$ cat config.mk
export PLATFORM = sky130hd
export DESIGN_NAME = mmio_store_queue
export DESIGN_NICKNAME = d
export VERILOG_FILES = /design/src/rtl/cpu_pkg.sv /design/src/rtl/sync_fifo.sv /design/src/rtl/mmio_store_queue.sv
export SDC_FILE = /design/constraint.sdc
export NUM_CORES = 1
export LEC_CHECK = 0
export CORE_UTILIZATION = 57
export CTS_BUF_LIST = sky130_fd_sc_hd__clkbuf_4 sky130_fd_sc_hd__clkbuf_8
export DETAILED_ROUTE_END_ITERATION = 8
export PLACE_DENSITY_LB_ADDON = 0.08
export SLEW_MARGIN = 15
export SYNTH_ARGS = -nofsm -noshare
export SYNTH_HDL_FRONTEND = slang
export SYNTH_SLANG_ARGS = --single-unit
$ cat constraint.sdc
create_clock -name clk -period 5.5 [get_ports clk]
set_input_delay 1.375 -clock clk [delete_from_list [all_inputs] [get_ports clk]]
set_output_delay 1.375 -clock clk [all_outputs]
set_load 0.01 [all_outputs]
$ cat src/rtl/cpu_pkg.sv
// Shared CPU-side definitions: word width, I/O window base and the MMIO queue entry layout.
package cpu_pkg;

   localparam int          WORD_W            = 16;
   localparam logic [15:0] MMIO_BASE_DEFAULT = 16'hFF00;

   typedef struct packed {
      logic [7:0]        offset;
      logic [WORD_W-1:0] data;
   } mmio_entry_t;

endpackage

$ cat src/rtl/sync_fifo.sv
// Single-clock FIFO with occupancy count; EMPTY/PARTIAL/FULL control state tracks the count.
//
// state      | meaning
// -----------+------------------------------------------
// ST_EMPTY   | no entries, head invalid
// ST_PARTIAL | 1..DEPTH-1 entries
// ST_FULL    | DEPTH entries, push only legal with a pop
module sync_fifo
   import cpu_pkg::*;
#(
   parameter int  DEPTH   = 4,
   parameter type entry_t = mmio_entry_t
) (
   input  logic                     clk_i,
   input  logic                     rst_b_i,
   input  logic                     push_i,
   input  logic                     pop_i,
   input  entry_t                   wdata_i,
   output logic                     full_o,
   output logic                     empty_o,
   output entry_t                   head_o,
   output logic [$clog2(DEPTH):0]   count_o
);

   localparam int AW = $clog2(DEPTH);
   localparam int CW = AW + 1;
   localparam logic [CW-1:0] LAST_FREE = CW'(DEPTH - 1);

   localparam logic [1:0] ST_EMPTY   = 2'd0;
   localparam logic [1:0] ST_PARTIAL = 2'd1;
   localparam logic [1:0] ST_FULL    = 2'd2;

   entry_t          mem_q [DEPTH];
   logic [AW-1:0]   wr_ptr_q, wr_ptr_d;
   logic [AW-1:0]   rd_ptr_q, rd_ptr_d;
   logic [CW-1:0]   count_q, count_d;
   logic [1:0]      state_q, state_d;
   logic            push_ok, pop_ok;

   assign pop_ok  = pop_i && (state_q != ST_EMPTY);
   assign push_ok = push_i && ((state_q != ST_FULL) || pop_ok);

   always_comb begin
      wr_ptr_d = wr_ptr_q;
      rd_ptr_d = rd_ptr_q;
      count_d  = count_q;
      state_d  = state_q;
      if (push_ok) wr_ptr_d = wr_ptr_q + AW'(1);
      if (pop_ok)  rd_ptr_d = rd_ptr_q + AW'(1);
      if (push_ok && !pop_ok)      count_d = count_q + CW'(1);
      else if (pop_ok && !push_ok) count_d = count_q - CW'(1);
      case (state_q)
         ST_EMPTY:   if (push_ok && !pop_ok) state_d = ST_PARTIAL;
         ST_PARTIAL: begin
            if (push_ok && !pop_ok && count_q == LAST_FREE)     state_d = ST_FULL;
            else if (pop_ok && !push_ok && count_q == CW'(1))   state_d = ST_EMPTY;
         end
         ST_FULL:    if (pop_ok && !push_ok) state_d = ST_PARTIAL;
         default:    state_d = ST_EMPTY;
      endcase
   end

   always_ff @(posedge clk_i) begin
      if (!rst_b_i) begin
         wr_ptr_q <= '0;
         rd_ptr_q <= '0;
         count_q  <= '0;
         state_q  <= ST_EMPTY;
         // Cleared so the head reads as zero straight out of reset.
         for (int i = 0; i < DEPTH; i++) mem_q[i] <= '0;
      end else begin
         wr_ptr_q <= wr_ptr_d;
         rd_ptr_q <= rd_ptr_d;
         count_q  <= count_d;
         state_q  <= state_d;
         if (push_ok) mem_q[wr_ptr_q] <= wdata_i;
      end
   end

   assign full_o  = (state_q == ST_FULL);
   assign empty_o = (state_q == ST_EMPTY);
   assign head_o  = mem_q[rd_ptr_q];
   assign count_o = count_q;

endmodule

$ cat src/rtl/mmio_store_queue.sv
// Diverts memory-stage stores that hit the I/O window into a FIFO drained over valid/ready;
// stalls the pipeline when a hit finds the FIFO full with no pop this cycle.
module mmio_store_queue
   import cpu_pkg::*;
#(
   parameter int          DEPTH     = 4,
   parameter logic [15:0] MMIO_BASE = MMIO_BASE_DEFAULT
) (
   input  logic                    clk,
   input  logic                    reset,
   input  logic                    write_memory_enable_memory,
   input  logic [WORD_W-1:0]       srcA_memory,
   input  logic [WORD_W-1:0]       srcB_memory,
   output logic                    ram_wren,
   output logic                    stall,
   output logic                    out_valid,
   input  logic                    out_ready,
   output logic [7:0]              out_offset,
   output logic [WORD_W-1:0]       out_data,
   output logic [$clog2(DEPTH):0]  count,
   output logic [15:0]             store_total
);

   logic        hit, push, pop, full, empty;
   logic [15:0] store_total_q, store_total_d;
   mmio_entry_t wr_entry, head;

   assign hit = write_memory_enable_memory && (srcA_memory[15:8] == MMIO_BASE[15:8]);
   assign pop = out_valid && out_ready;

   // Reset gates the combinational pipeline controls so nothing leaks out while held.
   assign push     = reset && hit && (!full || pop);
   assign stall    = reset && hit && full && !pop;
   assign ram_wren = reset && write_memory_enable_memory && !hit;

   assign wr_entry = '{offset: srcA_memory[7:0], data: srcB_memory};

   sync_fifo #(
      .DEPTH   (DEPTH),
      .entry_t (mmio_entry_t)
   ) u_fifo (
      .clk_i   (clk),
      .rst_b_i (reset),
      .push_i  (push),
      .pop_i   (pop),
      .wdata_i (wr_entry),
      .full_o  (full),
      .empty_o (empty),
      .head_o  (head),
      .count_o (count)
   );

   assign store_total_d = push ? store_total_q + 16'd1 : store_total_q;

   always_ff @(posedge clk) begin
      if (!reset) store_total_q <= '0;
      else        store_total_q <= store_total_d;
   end

   assign out_valid   = !empty;
   assign out_offset  = head.offset;
   assign out_data    = head.data;
   assign store_total = store_total_q;

endmodule
==> flow_summary.json, run 1 <==
{
  "seq_area_frac_synth_pct": 62.2,
  "hold_class": "flip-flop to flip-flop",
  "leakagePower_nw": 2.39,
  "final.period_utilization_pct": 81.3,
  "synth_top_cell_by_area": "edfxtp_1",
  "io_buffers": 81,
  "final_core_util_pct": 74.0,
  "cts_tree": "built",
  "wirelength_um": 10500,
  "critPathLaunchType": "input port",
  "grt_use_total_pct": 23.4,
  "clk_pin_slew_worst_paths_ns": 0.07,
  "routedWlPerCell_um": 16.7,
  "synth.avg_cell_area_um2": 13.7,
  "clock_skew_ns": 0.0122,
  "synth_top_family_by_area": "simple AND/OR/NAND/NOR gates",
  "synthMostInstantiatedCell": "and2_1",
  "p_per_area_mw_per_mm2": 289,
  "final_nets": 531,
  "synth_compound_area_share_pct": 3.87,
  "nFillCells": 640,
  "synth_warnings": 0,
  "finalHoldViolCount": 0,
  "grt-ovfl-total": 0,
  "first_pass_iters": 4,
  "maxCapViolations": 0,
  "synth_mux_area_share_pct": 10.2,
  "antenna_found_initial": 0,
  "slew_headroom_pct": 40.5,
  "fin_crit_ns": 4.47,
  "p_total_w": 0.00199,
  "fin_tns_setup_ns": 0,
  "grt_pass1_vias": 3484,
  "globalplace.congestion": 0.715,
  "yosys.area_share.simple_pct": 18.7,
  "cts_sinks": 123,
  "clk_path_buf_depth": 2,
  "dieHeight_um": 100,
  "htreeDepth": 4,
  "ant_nets": 0,
  "synth_common_cells": "98 x and2_1, 96 x edfxtp_1, 27 x dfxtp_1, 24 x mux4_2, 18 x a21oi_1",
  "synth-edff-count": 96,
  "peakVddDrop_mv": 0.184,
  "crit_slowest_cell": "clkdlybuf4s50_1",
  "whs_ns": 0.488,
  "num_io_pins": 82,
  "post-route-drc-count": 0,
  "critPathKind": "input port to output pin",
  "cp-end-kind": "output pin",
  "r2r_slack_ns": 2.82,
  "synth_top_area_share_pct": 52.4,
  "cts_repair_resize_count": 0,
  "n_antenna_cell": 0,
  "crit_arrival_ns": 3.09,
  "grt_max_degree": 28,
  "rsz0062_at_grt": "false",
  "synth_area_leaders": "edfxtp_1 52%, and2_1 11%, dfxtp_1 9.8%, mux4_2 9.8%, a21oi_1 1.6%",
  "required_ns": 4.12,
  "clock_latency_ns": 0.42,
  "crit_fanout": 12,
  "initial_core_util_pct": 59.2,
  "syn_inst": 402,
  "postCtsHoldBufs": 0,
  "drv_slew": 0,
  "crit_path_cell_trace": "clkdlybuf4s50_1, nand2_1, nor4b_1, clkdlybuf4s50_1",
  "setup_viol": 0,
  "synth-xor-area-share_pct": 0.955,
  "vias_per_cell": 5.42,
  "drive_gt1_share_pct": 14.6,
  "yosysUniqueCellTypes": 37,
  "async_flop_share_pct": 0,
  "dr.first_iter.drc_count": 139,
  "clock-root-buffer": "clkbuf_8",
  "dpl.hpwl_um": 6510,
  "outcome": "finished clean",
  "fmax_ghz": 0.224,
  "ys.flop_type": "edfxtp_1",
  "coreArea_mm2": 0.00928,
  "slowest_delay_ns": 0.71,
  "synth.net_count": 445,
  "synth_area_mm2": 0.00550,
  "fp.dieW_um": 100,
  "ys_ff_latch": 123,
  "grt_pass1_wl_um": 17300,
  "area.growth.synth_to_final_pct": 25.0,
  "vias": 3417,
  "worst_pin_slew_ns": 0.893,
  "die_area_mm2": 0.0100,
  "yosys.area_share.adder_pct": 1.59,
  "cts_made_buffers": 17,
  "crit_top_cell": "clkdlybuf4s50_1",
  "cts_setup_buffers": 0,
  "rows": 35
}
## kinds of logic (layout without fill, tap and decap cells)
kind of cell	Yosys count	after routing
simple gates	170	170
flops	123	123
compound gates	37	37
buf+inv	33	132
mux	26	26
fa+ha+maj	7	7
xor+xnor	6	6
## cell type report
cell class / instances / area, um^2 / area share [%]
inverters: 11 / 41.3 / 0.601
clock inverters: 12 / 168 / 2.44
flip-flops and latches: 123 / 3430 / 49.8
clock buffers: 20 / 263 / 3.82
multi-input cells: 246 / 1940 / 28.3
well taps: 129 / 161 / 2.35
repair buffers: 89 / 871 / 12.7
## power breakdown
part,internal (W),switching [W]
clock,0.000514,0.000342
sequential,0.00103,0.00000820
combinational,0.0000523,0.0000416
## registers in the layout, summed over array words and instances, names as in the netlist, named ones only
| signal | cells |
|---|---|
| u_fifo.mem_q | 96 |
| store_total | 16 |
| u_fifo.count_o | 3 |
| u_fifo.rd_ptr_q | 2 |
| u_fifo.state_q | 2 |
| u_fifo.wr_ptr_q | 2 |
## worst paths after layout
check                    startpoint                end  cells past startpoint
hold reg to reg     store_total[15]    store_total[15]                      2
setup / recovery              reset              stall                      4
setup reg to reg  u_fifo.state_q[1]  u_fifo.state_q[1]                      8
hold / removal      store_total[15]    store_total[15]                      2
## per-stage QoR
step	setup slack (ns)	cells	cell area, um^2
finish	1.03	630	6870
global route	0.882	630	6870
CTS	1.01	630	6870
detailed placement	1.02	598	6440
global placement	1.03	598	6440
floorplan	1.92	402	5500
## placed cells by master (no fill, tap or decap), types with 3 or more instances in the layout
cell type	count
a21oi_1	18
and2_1	98
buf_4	8
bufinv_16	4
clkbuf_8	18
clkdlybuf4s50_1	81
clkinv_2	4
dfxtp_1	25
edfxtp_1	96
ha_1	7
inv_1	10
inv_4	3
mux4_2	24
nand2_1	12
nand2b_1	4
nand3_1	7
nand4_1	6
nor2_1	14
o21a_1	4
o21ai_0	8
o31ai_1	6
or3_1	7
or4_1	8
xnor2_1	3
xor2_1	3
## critical path, delay by kind of cell
kind / cells / cell delay, ns
AND/OR/NAND/NOR: 2 / 0.42
buffers and inverters: 2 / 1.30
## metal layers
layer	part of all wire (%)	up-vias	global-route usage, %
li1	-	1646	-
met1	42	1662	29.1
met2	51	98	39.3
met3	5.5	11	6.20
met4	1.2	0	9.14
met5	0	-	0
Power figures use the tool's default switching activity.
==> run 2: changes to the inputs <==
--- a/config.mk
+++ b/config.mk
@@ -5,7 +5,7 @@
 export SDC_FILE = /design/constraint.sdc
 export NUM_CORES = 1
 export LEC_CHECK = 0
-export CORE_UTILIZATION = 57
+export CORE_UTILIZATION = 56
 export CTS_BUF_LIST = sky130_fd_sc_hd__clkbuf_4 sky130_fd_sc_hd__clkbuf_8
 export DETAILED_ROUTE_END_ITERATION = 8
 export PLACE_DENSITY_LB_ADDON = 0.08
==> constraint.sdc (replaced) <==
create_clock -name clk -period 4.65 [get_ports clk]
set_input_delay 1.1625 -clock clk [delete_from_list [all_inputs] [get_ports clk]]
set_output_delay 1.1625 -clock clk [all_outputs]
set_load 0.01 [all_outputs]
==> flow_summary.json, run 2 (synthesis results as in run 1) <==
{
  "outcome": "finished clean",
  "clk_pin_slew_worst_paths_ns": 0.07,
  "use_met3_pct": 6.73,
  "initial_core_util_pct": 58.7,
  "peakVddDrop_mv": 0.214,
  "crit_path_cell_trace": "clkdlybuf4s50_1, nor3b_1, nor4b_1, clkdlybuf4s50_1",
  "dr.first_iter.drc_count": 184,
  "dpl.hpwl_um": 6570,
  "hold_class": "flip-flop to flip-flop",
  "coreArea_mm2": 0.00937,
  "globalplace.congestion": 0.704,
  "fin_area_mm2": 0.00681,
  "p_sw_share_pct": 22.8,
  "fin_crit_ns": 3.93,
  "largest_register": "u_fifo.mem_q",
  "worst_pin_slew_ns": 0.874,
  "final_nets": 534,
  "ant_nets": 0,
  "p_per_area_mw_per_mm2": 312,
  "clock_skew_ns": 0.0119,
  "grt_pass1_vias": 3534,
  "met2_usage_pct": 38.8,
  "crit_arrival_ns": 2.77,
  "slew_headroom_pct": 41.8,
  "setup_viol": 0,
  "vias_per_cell": 5.45,
  "clock-root-buffer": "clkbuf_8",
  "p_int_w": 0.00164,
  "cts_setup_buffers": 0,
  "grt_max_degree": 26,
  "grt_use_total_pct": 23.3,
  "fp.dieW_um": 101,
  "io_buffers": 81,
  "final_cells": 633,
  "pwr-share-clk_pct": 37.1,
  "required_ns": 3.49,
  "wirelength_um": 10600,
  "cts_sinks": 123,
  "leakagePower_nw": 2.33,
  "r2r_slack_ns": 2.29,
  "cts_made_buffers": 17,
  "critPathKind": "input port to output pin",
  "cp-end-kind": "output pin",
  "grt_pass1_wl_um": 17600,
  "layout_commonest_cell": "and2_1",
  "drive_gt1_share_pct": 14.5,
  "p_comb_share_pct": 5.4,
  "grt-ovfl-total": 0,
  "area.growth.synth_to_final_pct": 23.9,
  "drv_slew": 0,
  "postCtsHoldBufs": 0,
  "maxCapViolations": 0,
  "clock_latency_ns": 0.42,
  "rsz0062_at_grt": "false",
  "post-route-drc-count": 0,
  "grt.busiest_layer": "met2",
  "fmax_ghz": 0.255,
  "mostFrequentLayoutCells": "98 x and2_1, 96 x edfxtp_1, 81 x clkdlybuf4s50_1",
  "antenna_found_initial": 0,
  "fin_tns_setup_ns": 0,
  "routedWlPerCell_um": 16.7,
  "rows": 35,
  "switchingPower_w": 0.000485,
  "slowest_delay_ns": 0.59,
  "p_total_w": 0.00213,
  "htreeDepth": 4,
  "sequentialPowerShare_pct": 57.6,
  "crit_slowest_cell": "clkdlybuf4s50_1",
  "critPathLaunchType": "input port",
  "cts_tree": "built",
  "vias": 3453,
  "first_pass_iters": 4,
  "crit_top_cell": "clkdlybuf4s50_1",
  "crit_fanout": 4,
  "whs_ns": 0.484,
  "dieHeight_um": 101,
  "place_area_mm2": 0.00648,
  "final.period_utilization_pct": 84.5,
  "n_antenna_cell": 0,
  "dp_cells": 601,
  "num_io_pins": 82,
  "die_area_mm2": 0.0102,
  "cts_repair_resize_count": 0,
  "met1_usage_pct": 28.9,
  "finalHoldViolCount": 0,
  "largest_register_ffs": 96,
  "clk_path_buf_depth": 2
}
run 2: power groups by stage:
stage               logic (W)  clock network [W]  registers (W)
detailed placement   0.000115                  0        0.00125
floorplan           0.0000403                  0        0.00125
global placement     0.000114                  0        0.00125
finish               0.000114           0.000788        0.00123
global route         0.000123           0.000854        0.00123
CTS                  0.000115           0.000810        0.00123
run 2: layout make-up:
type / count / area [um^2]
flip-flops and latches: 123 / 3420
fillers: 677 / 2560
multi-input cells: 246 / 1940
repair buffers: 92 / 906
clock buffers: 17 / 234
well taps: 129 / 161
clock inverters: 15 / 104
inverters: 11 / 41.3
run 2: per-layer routing:
metal	routed length (um)	part of all wire, %
met1	4530	43
met2	5230	49
met3	603	5.7
met4	210	2.0
met5	0	0
run 2: final timing paths:
kind	from	cells after the start	to
worst max-delay path	out_ready	4	stall
worst min-delay path	store_total[15]	2	store_total[15]
worst max register to register	u_fifo.state_q[1]	6	u_fifo.mem_q[2][13]
worst min register to register	store_total[15]	2	store_total[15]
run 2: stage by stage:
step           worst slack (ns)  utilization, %
2_1_floorplan              1.29               -
3_3_place_gp              0.712            69.1
3_5_place_dp              0.730            69.1
4_1_cts                   0.707            72.7
5_1_grt                   0.586            72.7
6_report                  0.721            72.7
run 2: worst max-delay path: cells and delay by family:
family	cells	cell delay, ns
AND/OR/NAND/NOR	2	0.60
buffers and inverters	2	1.01
==> run 3: changes to the inputs <==
==> constraint.sdc (replaced) <==
create_clock -name clk -period 3.9 [get_ports clk]
set_input_delay 0.975 -clock clk [delete_from_list [all_inputs] [get_ports clk]]
set_output_delay 0.975 -clock clk [all_outputs]
set_load 0.01 [all_outputs]
==> flow_summary.json, run 3 (synthesis results as in run 1) <==
{
  "cts_sinks": 123,
  "antenna_found_initial": 0,
  "clk_pin_slew_worst_paths_ns": 0.07,
  "rsz0062_at_grt": "false",
  "finalHoldViolCount": 0,
  "final_nets": 536,
  "clock_latency_ns": 0.42,
  "clk_path_buf_depth": 2,
  "post-place-ws_ns": 0.327,
  "cts_setup_buffers": 0,
  "vias_per_cell": 5.38,
  "layout_commonest_cell": "and2_1",
  "clock_skew_ns": 0.00999,
  "worst_pin_slew_ns": 0.733,
  "vias": 3419,
  "crit_arrival_ns": 2.59,
  "multi_input_area_mm2": 0.00194,
  "dieHeight_um": 101,
  "critical_path_depth": 4,
  "grt_use_total_pct": 23.4,
  "hold_class": "flip-flop to flip-flop",
  "grt-ovfl-total": 0,
  "grt_max_degree": 26,
  "crit_slowest_cell": "clkdlybuf4s50_1",
  "num_io_pins": 82,
  "fin_crit_ns": 3.56,
  "final_cells": 635,
  "post-route-drc-count": 0,
  "globalplace.congestion": 0.741,
  "maxCapViolations": 0,
  "peakVddDrop_mv": 0.227,
  "setup_viol": 0,
  "dp_cells": 603,
  "area.growth.synth_to_final_pct": 26.0,
  "clock-root-buffer": "clkbuf_8",
  "reg2reg_from": "store_total[1]",
  "coreArea_mm2": 0.00937,
  "r2r_slack_ns": 1.66,
  "fmax_ghz": 0.281,
  "slew_headroom_pct": 51.1,
  "wirelength_um": 10800,
  "dr.first_iter.drc_count": 121,
  "path_buf_inv": 2,
  "grt_pass1_wl_um": 17600,
  "slowest_delay_ns": 0.59,
  "largest_register_ffs": 96,
  "final_core_util_pct": 73.9,
  "p_total_w": 0.00286,
  "cts_tree": "built",
  "io_buffers": 81,
  "postCtsHoldBufs": 0,
  "htreeDepth": 4,
  "leakagePower_nw": 2.41,
  "required_ns": 2.92,
  "r2r_cells": 5,
  "initial_core_util_pct": 58.7,
  "critPathKind": "input port to output pin",
  "drv_slew": 0,
  "regArea_mm2": 0.00342,
  "cp-end-kind": "output pin",
  "fp.dieW_um": 101,
  "ant_nets": 0,
  "startpoint": "out_ready",
  "nFillCells": 642,
  "crit_family": "buffers and inverters",
  "n_antenna_cell": 0,
  "routedWlPerCell_um": 17.0,
  "cts_repair_resize_count": 0,
  "final.period_utilization_pct": 91.4,
  "crit_fanout": 4,
  "crit_path_cell_trace": "clkdlybuf4s50_1, nor3b_1, nor4b_1, clkdlybuf4s50_1",
  "critPathLaunchType": "input port",
  "die_area_mm2": 0.0102,
  "first_pass_iters": 4,
  "drive_gt1_share_pct": 15.2,
  "largest_register": "u_fifo.mem_q",
  "fin_tns_setup_ns": 0,
  "crit_top_cell": "clkdlybuf4s50_1",
  "r2r-end": "store_total[14]",
  "p_per_area_mw_per_mm2": 412,
  "fin_ws_ns": 0.336,
  "outcome": "finished clean",
  "dpl.hpwl_um": 6520,
  "mostFrequentLayoutCells": "98 x and2_1, 96 x edfxtp_1, 81 x clkdlybuf4s50_1",
  "grt_pass1_vias": 3503,
  "crit_end": "stall",
  "rows": 35,
  "cts_made_buffers": 17
}
==> run 3: worst min-delay path, cell delays in order (launching register included) <==
cell     delay (ns)
dfxtp_1        0.32
o31ai_1        0.06
a21oi_1        0.06
==> run 3: stage by stage <==
stage / area (um^2) / hold slack (ns)
after floorplan: 5500 / 0.485
after global placement: 6480 / 0.470
after detailed placement: 6480 / 0.480
after CTS: 6930 / 0.493
after global routing: 6930 / 0.531
final: 6930 / 0.487
==> run 3: metal layers <==
metal / vias to the layer above / GRT usage, % / wire length [um]
met1: 1645 / 28.9 / 4450
met5: - / 0 / 0
met3: 6 / 6.17 / 742
met2: 113 / 40.4 / 5510
met4: 0 / 7.13 / 65
li1: 1655 / - / -
==> run 3: worst min-delay path by stage <==
stage                                  start              end  slack, ns  depth (start not counted)
after floorplan           u_fifo.rd_ptr_q[1]        flip-flop       0.48                          2
after global placement       store_total[15]  store_total[15]       0.47                          2
after detailed placement     store_total[15]  store_total[15]       0.48                          2
after CTS                    store_total[15]  store_total[15]       0.49                          2
after global routing         store_total[15]  store_total[15]       0.53                          2
final                        store_total[15]  store_total[15]       0.49                          2
==> run 3: cell type report <==
type	instances	share of cell area, %
flip-flops and latches	123	49.4
well taps	129	2.33
clock buffers	19	3.59
clock inverters	13	2.91
multi-input cells	246	28.0
inverters	11	0.596
repair buffers	94	13.1
==> run 3: report_power, final <==
group,internal [W],switching [W],total (W)
Sequential,0.00145,0.0000111,0.00146
Clock,0.000771,0.000488,0.00126
Combinational,0.0000745,0.0000610,0.000136
